**config.mk**
```make
export PLATFORM = sky130hd
export DESIGN_NAME = rename_tag_sched
export DESIGN_NICKNAME = d
export VERILOG_FILES = /design/src/rtl/rename_tag_sched_pkg.sv /design/src/rtl/rename_tag_sched_slot_select.sv /design/src/rtl/rename_tag_sched.sv
export SDC_FILE = /design/constraint.sdc
export NUM_CORES = 1
export LEC_CHECK = 0
export ABC_AREA = 1
export CELL_PAD_IN_SITES_DETAIL_PLACEMENT = 0
export CELL_PAD_IN_SITES_GLOBAL_PLACEMENT = 2
export CORE_ASPECT_RATIO = 0.5
export CORE_MARGIN = 2
export CORE_UTILIZATION = 29
export DETAILED_ROUTE_END_ITERATION = 8
export HOLD_SLACK_MARGIN = 0.03
export PLACE_DENSITY_LB_ADDON = 0.2
export SYNTH_ARGS = -nofsm -noshare
export SYNTH_HDL_FRONTEND = slang
export SYNTH_SLANG_ARGS = --single-unit
```
**constraint.sdc**
```tcl
create_clock -name clk -period 5.32 [get_ports clk]
set_input_delay 1.064 -clock clk [delete_from_list [all_inputs] [get_ports clk]]
set_output_delay 1.064 -clock clk [all_outputs]
set_load 0.02 [all_outputs]
```
**src/rtl/rename_tag_sched_pkg.sv**
```systemverilog
// Shared types for the rename-stage tag scheduler.
// Holds the register-file tag types, the scheduler FSM state encoding and
// the group-width constants used by the scheduler and its slot selector.
package rename_tag_sched_pkg;

  localparam int NUM_ISSUE = 4;
  localparam int SLOT_W    = $clog2(NUM_ISSUE);
  localparam int CNT_W     = $clog2(NUM_ISSUE + 1);
  localparam int RFTAG_W   = 6;

  // Physical register-file tag handed out by the tag buffer.
  typedef logic [RFTAG_W-1:0] RFTag;
  // Wider tag form used elsewhere in the pipeline (RFTag plus a kind bit).
  typedef logic [RFTAG_W:0]   Tag;

  typedef logic [SLOT_W-1:0]  SlotIdx;
  typedef logic [CNT_W-1:0]   LaneCnt;

  typedef enum logic [1:0] {
    RUN    = 2'd0,
    FLUSH  = 2'd1,
    REFILL = 2'd2
  } SchedState_t;

  function automatic LaneCnt popcount(input logic [NUM_ISSUE-1:0] v);
    LaneCnt c;
    c = '0;
    for (int i = 0; i < NUM_ISSUE; i++) c = c + LaneCnt'(v[i]);
    return c;
  endfunction

endpackage

```
**src/rtl/rename_tag_sched_slot_select.sv**
```systemverilog
// TagSlotSelect: purely combinational mapping of tag-needing lanes onto
// valid tag-buffer slots. The k-th needing lane (from lane 0) is paired
// with the k-th valid slot (from slot 0).
// Ports:
//   slot_valid_i  per-slot valid mask from the tag buffer
//   lane_need_i   per-lane "valid and needs a tag" mask
//   lane_slot_o   per-lane slot index (meaningful only where lane_need_i=1)
//   slot_use_o    per-slot mask of slots that the group would consume
//   fits_o        the group's tag demand fits in the valid slots
module TagSlotSelect
  import rename_tag_sched_pkg::*;
(
  input  logic [NUM_ISSUE-1:0] slot_valid_i,
  input  logic [NUM_ISSUE-1:0] lane_need_i,
  output SlotIdx               lane_slot_o [NUM_ISSUE],
  output logic [NUM_ISSUE-1:0] slot_use_o,
  output logic                 fits_o
);

  LaneCnt slot_rank [NUM_ISSUE];  // valid slots strictly below this slot
  LaneCnt lane_rank [NUM_ISSUE];  // needing lanes strictly below this lane
  LaneCnt need_cnt;
  LaneCnt avail_cnt;

  always_comb begin
    LaneCnt s_acc;
    LaneCnt l_acc;
    // NOTE: every combinational output gets a default before any condition,
    // so no path leaves a signal unassigned and no latch is inferred.
    s_acc = '0;
    l_acc = '0;
    for (int i = 0; i < NUM_ISSUE; i++) begin
      slot_rank[i] = s_acc;
      lane_rank[i] = l_acc;
      s_acc = s_acc + LaneCnt'(slot_valid_i[i]);
      l_acc = l_acc + LaneCnt'(lane_need_i[i]);
    end
  end

  assign need_cnt  = popcount(lane_need_i);
  assign avail_cnt = popcount(slot_valid_i);
  assign fits_o    = (need_cnt <= avail_cnt);

  // A valid slot is consumed when its rank is below the total demand:
  // that picks exactly the lowest need_cnt valid slots.
  always_comb begin
    for (int s = 0; s < NUM_ISSUE; s++) begin
      slot_use_o[s] = slot_valid_i[s] && (slot_rank[s] < need_cnt);
    end
  end

  // Lane l takes the valid slot whose rank equals the lane's own rank.
  always_comb begin
    for (int l = 0; l < NUM_ISSUE; l++) begin
      lane_slot_o[l] = '0;
      for (int s = 0; s < NUM_ISSUE; s++) begin
        if (slot_valid_i[s] && (slot_rank[s] == lane_rank[l])) begin
          lane_slot_o[l] = SlotIdx'(s);
        end
      end
    end
  end

endmodule

```
**src/rtl/rename_tag_sched.sv**
```systemverilog
// rename_tag_sched: rename-stage scheduler sharing the tag buffer's
// pre-fetched physical-tag slots with one decoded group per cycle.
// Groups are admitted all-or-nothing; slots are consumed in slot order.
// Mispredict recovery (FLUSH, then REFILL_CYCLES of REFILL) blocks all
// slot consumption while the free list is restored.
// Ports:
//   clk, rst           clock, synchronous active-high reset
//   IN_mispr           mispredict pulse (highest priority)
//   IN_mispredFlush    post-mispredict flush in progress
//   IN_instrValid      group lane valid, contiguous from lane 0
//   IN_instrNeedsTag   lane writes a register
//   IN_tags            tag-buffer slot tags
//   IN_tagsValid       tag-buffer slot valid
//   OUT_tagUse         combinational per-slot consume strobe
//   OUT_stall          combinational: group not accepted this cycle
//   OUT_instrValid     registered accepted lanes
//   OUT_instrHasTag    registered: lane received a tag
//   OUT_instrTag       registered assigned tag, 0 when none
//   OUT_tagStarved     registered: shortage stall run reached STARVE_THRESH
//   OUT_stallCnt       registered saturating count of shortage-stall cycles
module rename_tag_sched
  import rename_tag_sched_pkg::*;
#(
  parameter int REFILL_CYCLES = 2,
  parameter int STARVE_THRESH = 8
) (
  input  logic                 clk,
  input  logic                 rst,
  input  logic                 IN_mispr,
  input  logic                 IN_mispredFlush,
  input  logic [NUM_ISSUE-1:0] IN_instrValid,
  input  logic [NUM_ISSUE-1:0] IN_instrNeedsTag,
  input  RFTag                 IN_tags [NUM_ISSUE],
  input  logic [NUM_ISSUE-1:0] IN_tagsValid,
  output logic [NUM_ISSUE-1:0] OUT_tagUse,
  output logic                 OUT_stall,
  output logic [NUM_ISSUE-1:0] OUT_instrValid,
  output logic [NUM_ISSUE-1:0] OUT_instrHasTag,
  output RFTag                 OUT_instrTag [NUM_ISSUE],
  output logic                 OUT_tagStarved,
  output logic [15:0]          OUT_stallCnt
);

  SchedState_t state_q, state_d;
  logic [2:0]  refill_cnt_q, refill_cnt_d;
  logic [7:0]  starve_run_q, starve_run_d;
  logic        starved_q, starved_d;
  logic [15:0] stall_cnt_q, stall_cnt_d;

  logic [NUM_ISSUE-1:0] lane_valid_q, lane_valid_d;
  logic [NUM_ISSUE-1:0] lane_has_q, lane_has_d;
  RFTag                 lane_tag_q [NUM_ISSUE];
  RFTag                 lane_tag_d [NUM_ISSUE];

  logic [NUM_ISSUE-1:0] lane_need;
  SlotIdx               lane_slot [NUM_ISSUE];
  logic [NUM_ISSUE-1:0] slot_use;
  logic                 fits;
  logic                 admit_ok;
  logic                 accept;
  logic                 shortage;

  assign lane_need = IN_instrValid & IN_instrNeedsTag;

  TagSlotSelect u_slot_select (
    .slot_valid_i (IN_tagsValid),
    .lane_need_i  (lane_need),
    .lane_slot_o  (lane_slot),
    .slot_use_o   (slot_use),
    .fits_o       (fits)
  );

  // Admission window: RUN with no mispredict and no flush. Reset is folded
  // in so no use strobe can leak out during the reset cycle.
  assign admit_ok = !rst && (state_q == RUN) && !IN_mispr && !IN_mispredFlush;
  assign accept   = admit_ok && fits;
  assign shortage = admit_ok && !fits;

  assign OUT_tagUse = accept ? slot_use : '0;
  assign OUT_stall  = !accept && ((|IN_instrValid) || (state_q != RUN));

  // Recovery sequencing.
  always_comb begin
    state_d      = state_q;
    refill_cnt_d = refill_cnt_q;
    if (IN_mispr) begin
      state_d = FLUSH;
    end else begin
      unique case (state_q)
        RUN: ;
        FLUSH: begin
          if (!IN_mispredFlush) begin
            refill_cnt_d = 3'(REFILL_CYCLES);
            state_d      = REFILL;
          end
        end
        REFILL: begin
          if (IN_mispredFlush) begin
            state_d = FLUSH;
          end else begin
            refill_cnt_d = refill_cnt_q - 3'd1;
            if (refill_cnt_q == 3'd1) state_d = RUN;
          end
        end
        default: state_d = RUN;
      endcase
    end
  end

  // Starvation tracking. The flag is registered from the next run value so
  // it rises on the same edge that counts the threshold-th stall cycle.
  always_comb begin
    starve_run_d = '0;
    stall_cnt_d  = stall_cnt_q;
    if (shortage) begin
      starve_run_d = (starve_run_q == 8'hFF) ? starve_run_q : starve_run_q + 8'd1;
      if (stall_cnt_q != 16'hFFFF) stall_cnt_d = stall_cnt_q + 16'd1;
    end
    starved_d = (32'(starve_run_d) >= STARVE_THRESH);
  end

  // Accepted group capture; anything else clears the lane registers.
  always_comb begin
    lane_valid_d = '0;
    lane_has_d   = '0;
    for (int l = 0; l < NUM_ISSUE; l++) lane_tag_d[l] = '0;
    if (accept) begin
      lane_valid_d = IN_instrValid;
      lane_has_d   = lane_need;
      for (int l = 0; l < NUM_ISSUE; l++) begin
        if (lane_need[l]) lane_tag_d[l] = IN_tags[lane_slot[l]];
      end
    end
  end

  // NOTE: sequential state uses non-blocking assignments so every register
  // samples the pre-edge values regardless of statement order.
  always_ff @(posedge clk) begin
    if (rst) begin
      state_q      <= RUN;
      refill_cnt_q <= '0;
      starve_run_q <= '0;
      starved_q    <= 1'b0;
      stall_cnt_q  <= '0;
      lane_valid_q <= '0;
      lane_has_q   <= '0;
      // NOTE: the per-lane tag array is architecturally visible after reset,
      // so it is reset explicitly rather than left as uninitialised storage.
      for (int l = 0; l < NUM_ISSUE; l++) lane_tag_q[l] <= '0;
    end else begin
      state_q      <= state_d;
      refill_cnt_q <= refill_cnt_d;
      starve_run_q <= starve_run_d;
      starved_q    <= starved_d;
      stall_cnt_q  <= stall_cnt_d;
      lane_valid_q <= lane_valid_d;
      lane_has_q   <= lane_has_d;
      for (int l = 0; l < NUM_ISSUE; l++) lane_tag_q[l] <= lane_tag_d[l];
    end
  end

  assign OUT_instrValid  = lane_valid_q;
  assign OUT_instrHasTag = lane_has_q;
  assign OUT_instrTag    = lane_tag_q;
  assign OUT_tagStarved  = starved_q;
  assign OUT_stallCnt    = stall_cnt_q;

  // The tag buffer must never be told to consume an empty slot.
  always_ff @(posedge clk) begin
    assert ((OUT_tagUse & ~IN_tagsValid) == '0);
  end

endmodule

```
After elaboration in Yosys (flattened, before gate mapping):

Cells that the tools add are included.

* add/subtract/negate cells: 9
* $lt $le $gt $ge: 10
* equal/unequal tests: 20
* mux-type cells: 35
* bitwise operators: 12
* reductions and logical operators: 45

Operators by type and width (count)
* $bmux 6 s2: 4
* $mux 6: 8
* $logic_and 1x1->1: 22
* $mux 2: 11
* $add 16x1->16 const B: 1
* $mux 8: 2
* $ne 16x16->1 const B: 1
* $add 3x1->3: 4
* $eq 3x3->1: 4
* $ge 3x3->1 const B: 4
* $not 2->3: 4
* $reduce_or 3->1: 4
* $logic_not 3->1: 3
* $add 8x1->8 const B: 1
* $eq 8x8->1 const B: 1
* $ge 8x4->1 const B: 1
* $not 1->1: 7
* $eq 1x3->1: 2
* $eq 3x1->1: 2
* $lt 3x3->1: 2
* $mux 3: 2
* $ne 2x2->1 const B: 3
* $ne 3x3->1 const B: 2
* $pmux 2 s3: 1
* 23 further kinds: 35

* bits in registers: 62
* bits of input ports: 40
* output and inout bits: 54

Logic depth before layout (Yosys ltp):

* depth after elaboration: 12
* gate-level depth with buffers: 18
* mapped depth without buffers: 17

Modules after synthesis:

From an unflattened synthesis, not the netlist that was laid out.

* cell total of the unflattened synthesis: 625
* area, all modules: 3993.8 um^2

Modules (own cells, without submodules)
* rename_tag_sched: times used 1, cells an instance 510, area an instance 3343.2 um^2, seq. area each 1241.2 um^2
* TagSlotSelect: times used 1, cells an instance 115, area an instance 650.6 um^2, seq. area each 0.0 um^2

Least setup slack after synthesis:

No wires, ideal clock.

* path type: input-to-output
* from: input IN_instrValid[0]
* to: output OUT_tagUse[3]
* arrival time: 3.600 ns
* required time: 4.256 ns
* setup slack: 0.656 ns
* stages on the path: 13
* path buffers: 1
* path through: nand2_4 > nand2_2 > nand2_2 > inv_1 > ha_1 > ha_1 > fa_1 > inv_2 > o22ai_1 > nand3_1 > nand3_2 > buf_6 > nor4b_1

* word-level cells in the longest chain between the ends: 7
* elaborated cells on any way between the ends: 9

RTL lines
* from (decl): line rename_tag_sched.sv:31 `input logic [NUM_ISSUE-1:0] IN_instrValid,`
* $and 4x4->4 *: line rename_tag_sched.sv:63 `assign lane_need = IN_instrValid & IN_instrNeedsTag;`
* $add 1x1->2 *: line rename_tag_sched_pkg.sv:28 `for (int i = 0; i < NUM_ISSUE; i++) c = c + LaneCnt'(v[i]);`
* $add 3x1->3 * (2 in a row): line rename_tag_sched_pkg.sv:28
* $lt 3x3->1 / $le 3x3->1 (equally long branches): line rename_tag_sched_slot_select.sv:48, rename_tag_sched_slot_select.sv:42
* $logic_and 1x1->1, on equally long branches: line rename_tag_sched_slot_select.sv:48, rename_tag_sched.sv:76
* $mux 4 *: line rename_tag_sched.sv:79 `assign OUT_tagUse = accept ? slot_use : '0;`
* to (decl): line rename_tag_sched.sv:35 `output logic [NUM_ISSUE-1:0] OUT_tagUse,`

Every way passes the cells marked *; elsewhere a longest branch is shown, timed or not.

Final worst setup path:

Same ends and word-level chain as after synthesis.

==> qor.csv <==
metric,value,unit
run_status,"complete, no violations",
maxSlewHeadroom,58.59,%
pre_cts_slack,-0.01123,ns
track_usage,18.02,%
synthDominantCellAreaShare,31.14,%
critPathRequiredTime,4.26,ns
cts_max_level,3,
met3_wirelength_from_detailed_routing,626,um
port_buffers,93,
wl_met1,6.071,mm
place_congestion,0.8338,
power.ir.vdd_worst,0.0001085,V
number_of_global_route_vias_before_repair,4074,
detailroute.wirelength.met2,5.844,mm
worst-r2r-setup-slack,3.18,ns
core-area,13480,um2
numClockSinks,62,
layout-drive-gt1-share,8.146,%
totalWireLength,12.73,mm
netlist_instances,599,
multi_input_area,2342,um2
async_flop_share,0,%
antenna_violating_nets_post_route,0,
post-synth-top-count-cell,nand2_1,
ios,94,
hpwl,10.06,mm
post-route-drc-count,0,
synth-main-ff-cell,dfxtp_1,
globalRouteOverflowTotal,0,
skew,0.008161,ns
setup_repair_bufs_after_cts,0,
detail_route.vias_per_cell,4.682,
min_period,4.979,ns
worstPathCellList,clkdlybuf4s50_1 > nand2_4 > clkinv_2 > nand2_2 > nand2_2 > inv_1 > ha_1 > ha_1 > fa_1 > inv_1 > ha_1 > o21ai_0 > a31oi_1 > nor4b_1 > dlygate4sd2_1,
wl_per_cell,14.34,um
grt_first_pass_wirelength,20.62,mm
tritoncts.num_buffers,9,
yosys_warnings,0,
topRoutingLayerUsed,met4,
maxCapViolations,0,
antenna_found_initial,0,
timing.final.ws_setup,0.3412,ns
postSynthRegisterBits,62,
synth_nets,661,
fmaxAchievable,0.2009,GHz
synth.lib_cells_used.distinct,36,
cts_tree,done,
area.sequential,1241,um2
critical_path.startpoint,IN_instrValid[0],
layout.core_utilization,40.30,%
flow.area_growth_from_synthesis,36.22,%
chipHeight,86.91,um
hold_violations_final,0,
reg2reg_to,OUT_stallCnt[3],
timing.setup.critical_path_class,in2out,
launch_point_of_the_worst_reg_to_reg_path,state_q[0],
synth_top_cell_by_area,dfxtp_1,
initial_core_utilization,29.58,%
hold_path_class,reg2reg,
cts.clk_slew.worst_paths,0.06,ns
crit_path_end,OUT_tagUse[3],
design.die.area,14760,um2
synth_top_cells_by_area,"dfxtp_1 31%, nand2_1 16%, a21oi_1 8.9%, inv_1 7.1%, ha_1 6.0%",
antenna-diode-count,0,
cts_root_buffer,clkbuf_16,
placedInstanceArea,5152,um2
pin_count_of_the_biggest_net_entering_global_routing,18,
rsz_0062_raised_after_global_routing,no,
nNetsFinal,769,
firstDrtPassIters,5,
final_cell_area,5430,um2
netlist_top_cells_count,"170 x nand2_1, 75 x inv_1, 71 x a21oi_1",
power.density,241.9,nW/um2
crit_fanout,4,
post_place_cells,872,
die_w,169.8,um
timing.final.crit_share,93.59,%
edff_count_synth,0,
cts_max_path_buffers,2,
row_count,30,
beginning_of_the_worst_hold_path,starve_run_q[2],
drt_iter0_drc,182,
post_syn_area_per_cell,6.655,um2
power_leakage,2.289,nW
netlist_area,3986,um2
final-instance-count-excl-fill,888,
clock_insertion_delay_worst_skew,0.32,ns
critical_path_arrival,3.91,ns
cp_common_cell,ha_1,
critical_path_cell_with_the_highest_stage_delay,clkdlybuf4s50_1,
final_max_slew_viol_count,0,
timing.reg2reg.worst_path_depth,9,
tightest_slew,0.6211,ns
via_count,4158,
setup_viol,0,
synth_seq_area_share,31.14,%
nFillCells,1471,
timing.critical_path.to_type,output pin,
max_stage_delay,0.55,ns
worst_setup_path_start_kind,input pin,
-- layer usage --
metal,GRT usage [%],vias to the layer above
met2,30.80,100
met3,4.225,12
met4,4.429,0
met1,23.23,1906
li1,-,2140
met5,0,-
-- stage by stage --
stage	hold WS (ns)	TNS [ns]	total power, mW
floorplan	0.4493	0	0.6805
global placement	0.4679	0	0.7859
detailed placement	0.4694	-0.01123	0.7846
CTS	0.4859	0	1.333
global route	0.5080	0	1.392
finish	0.4860	0	1.314
-- worst min path at each step --
stage                     cells after the start  slack (ns)               to
after detailed placement                      1        0.47  starve_run_q[2]
after global placement                        1        0.47  starve_run_q[2]
after global routing                          1        0.51  starve_run_q[2]
final                                         1        0.49  starve_run_q[2]
after CTS                                     2        0.49  refill_cnt_q[0]
after floorplan                               1        0.45  starve_run_q[2]
-- kinds of logic (layout without fill, tap and decap cells) --
logic type      count (synthesis)  in the layout  share of synthesized area [%]
compound gates                120            120                          15.88
flops                          62             62                          31.14
fa+ha+maj                      22             22                          7.470
buf+inv                        91            204                          10.11
xor+xnor                       14             14                          3.076
simple gates                  290            290                          32.33
-- worst max-delay path: cells and delay by family --
kind	cells	cell delay, ns
and+or+nand+nor	4	0.49
buffers and inverters	5	1.14
AOI/OAI and AO/OA	2	0.13
adders and majority gates	4	1.09
-- sequential cells by signal, indices dropped and copies added (netlist names) --
name	flops
OUT_instrValid	4
OUT_instrHasTag	4
state_q	2
OUT_instrTag	24
OUT_stallCnt	16
OUT_tagStarved	1
refill_cnt_q	3
starve_run_q	8
-- cell type report --
cell class,instances,area share (%)
Inverter,79,5.484
Multi-Input combinational cell,446,43.13
Clock buffer,12,4.539
Tap cell,176,4.055
Timing Repair Buffer,109,19.52
Clock inverter,4,0.4147
Sequential cell,62,22.86
-- cells in the final DEF, fill, tap and decap left out, drive strengths merged, types with 4 or more instances in the layout --
cell | Yosys | routed
inv | 78 | 78
nand3 | 19 | 19
buf | 8 | 16
nand4 | 7 | 7
o21ai | 35 | 35
xor2 | 9 | 9
clkdlybuf4s50 | 0 | 88
clkinv | 1 | 4
nor2 | 61 | 61
nand2 | 183 | 183
nor3 | 10 | 10
a21oi | 72 | 72
dlymetal6s2s | 0 | 4
clkbuf | 4 | 12
ha | 19 | 19
o211ai | 6 | 6
dfxtp | 62 | 62
xnor2 | 5 | 5
-- repair_timing --
item	in CTS	in global routing
setup endpoints to repair	1	4
pin swaps	0	0
hold buffers	0	0
resized for setup	1	4
-- power breakdown --
group	switching [mW]	internal (mW)
clock network	0.215	0.326
registers	0.00381	0.472
logic	0.183	0.115
Note: power is estimated with default switching activity, not from simulation.
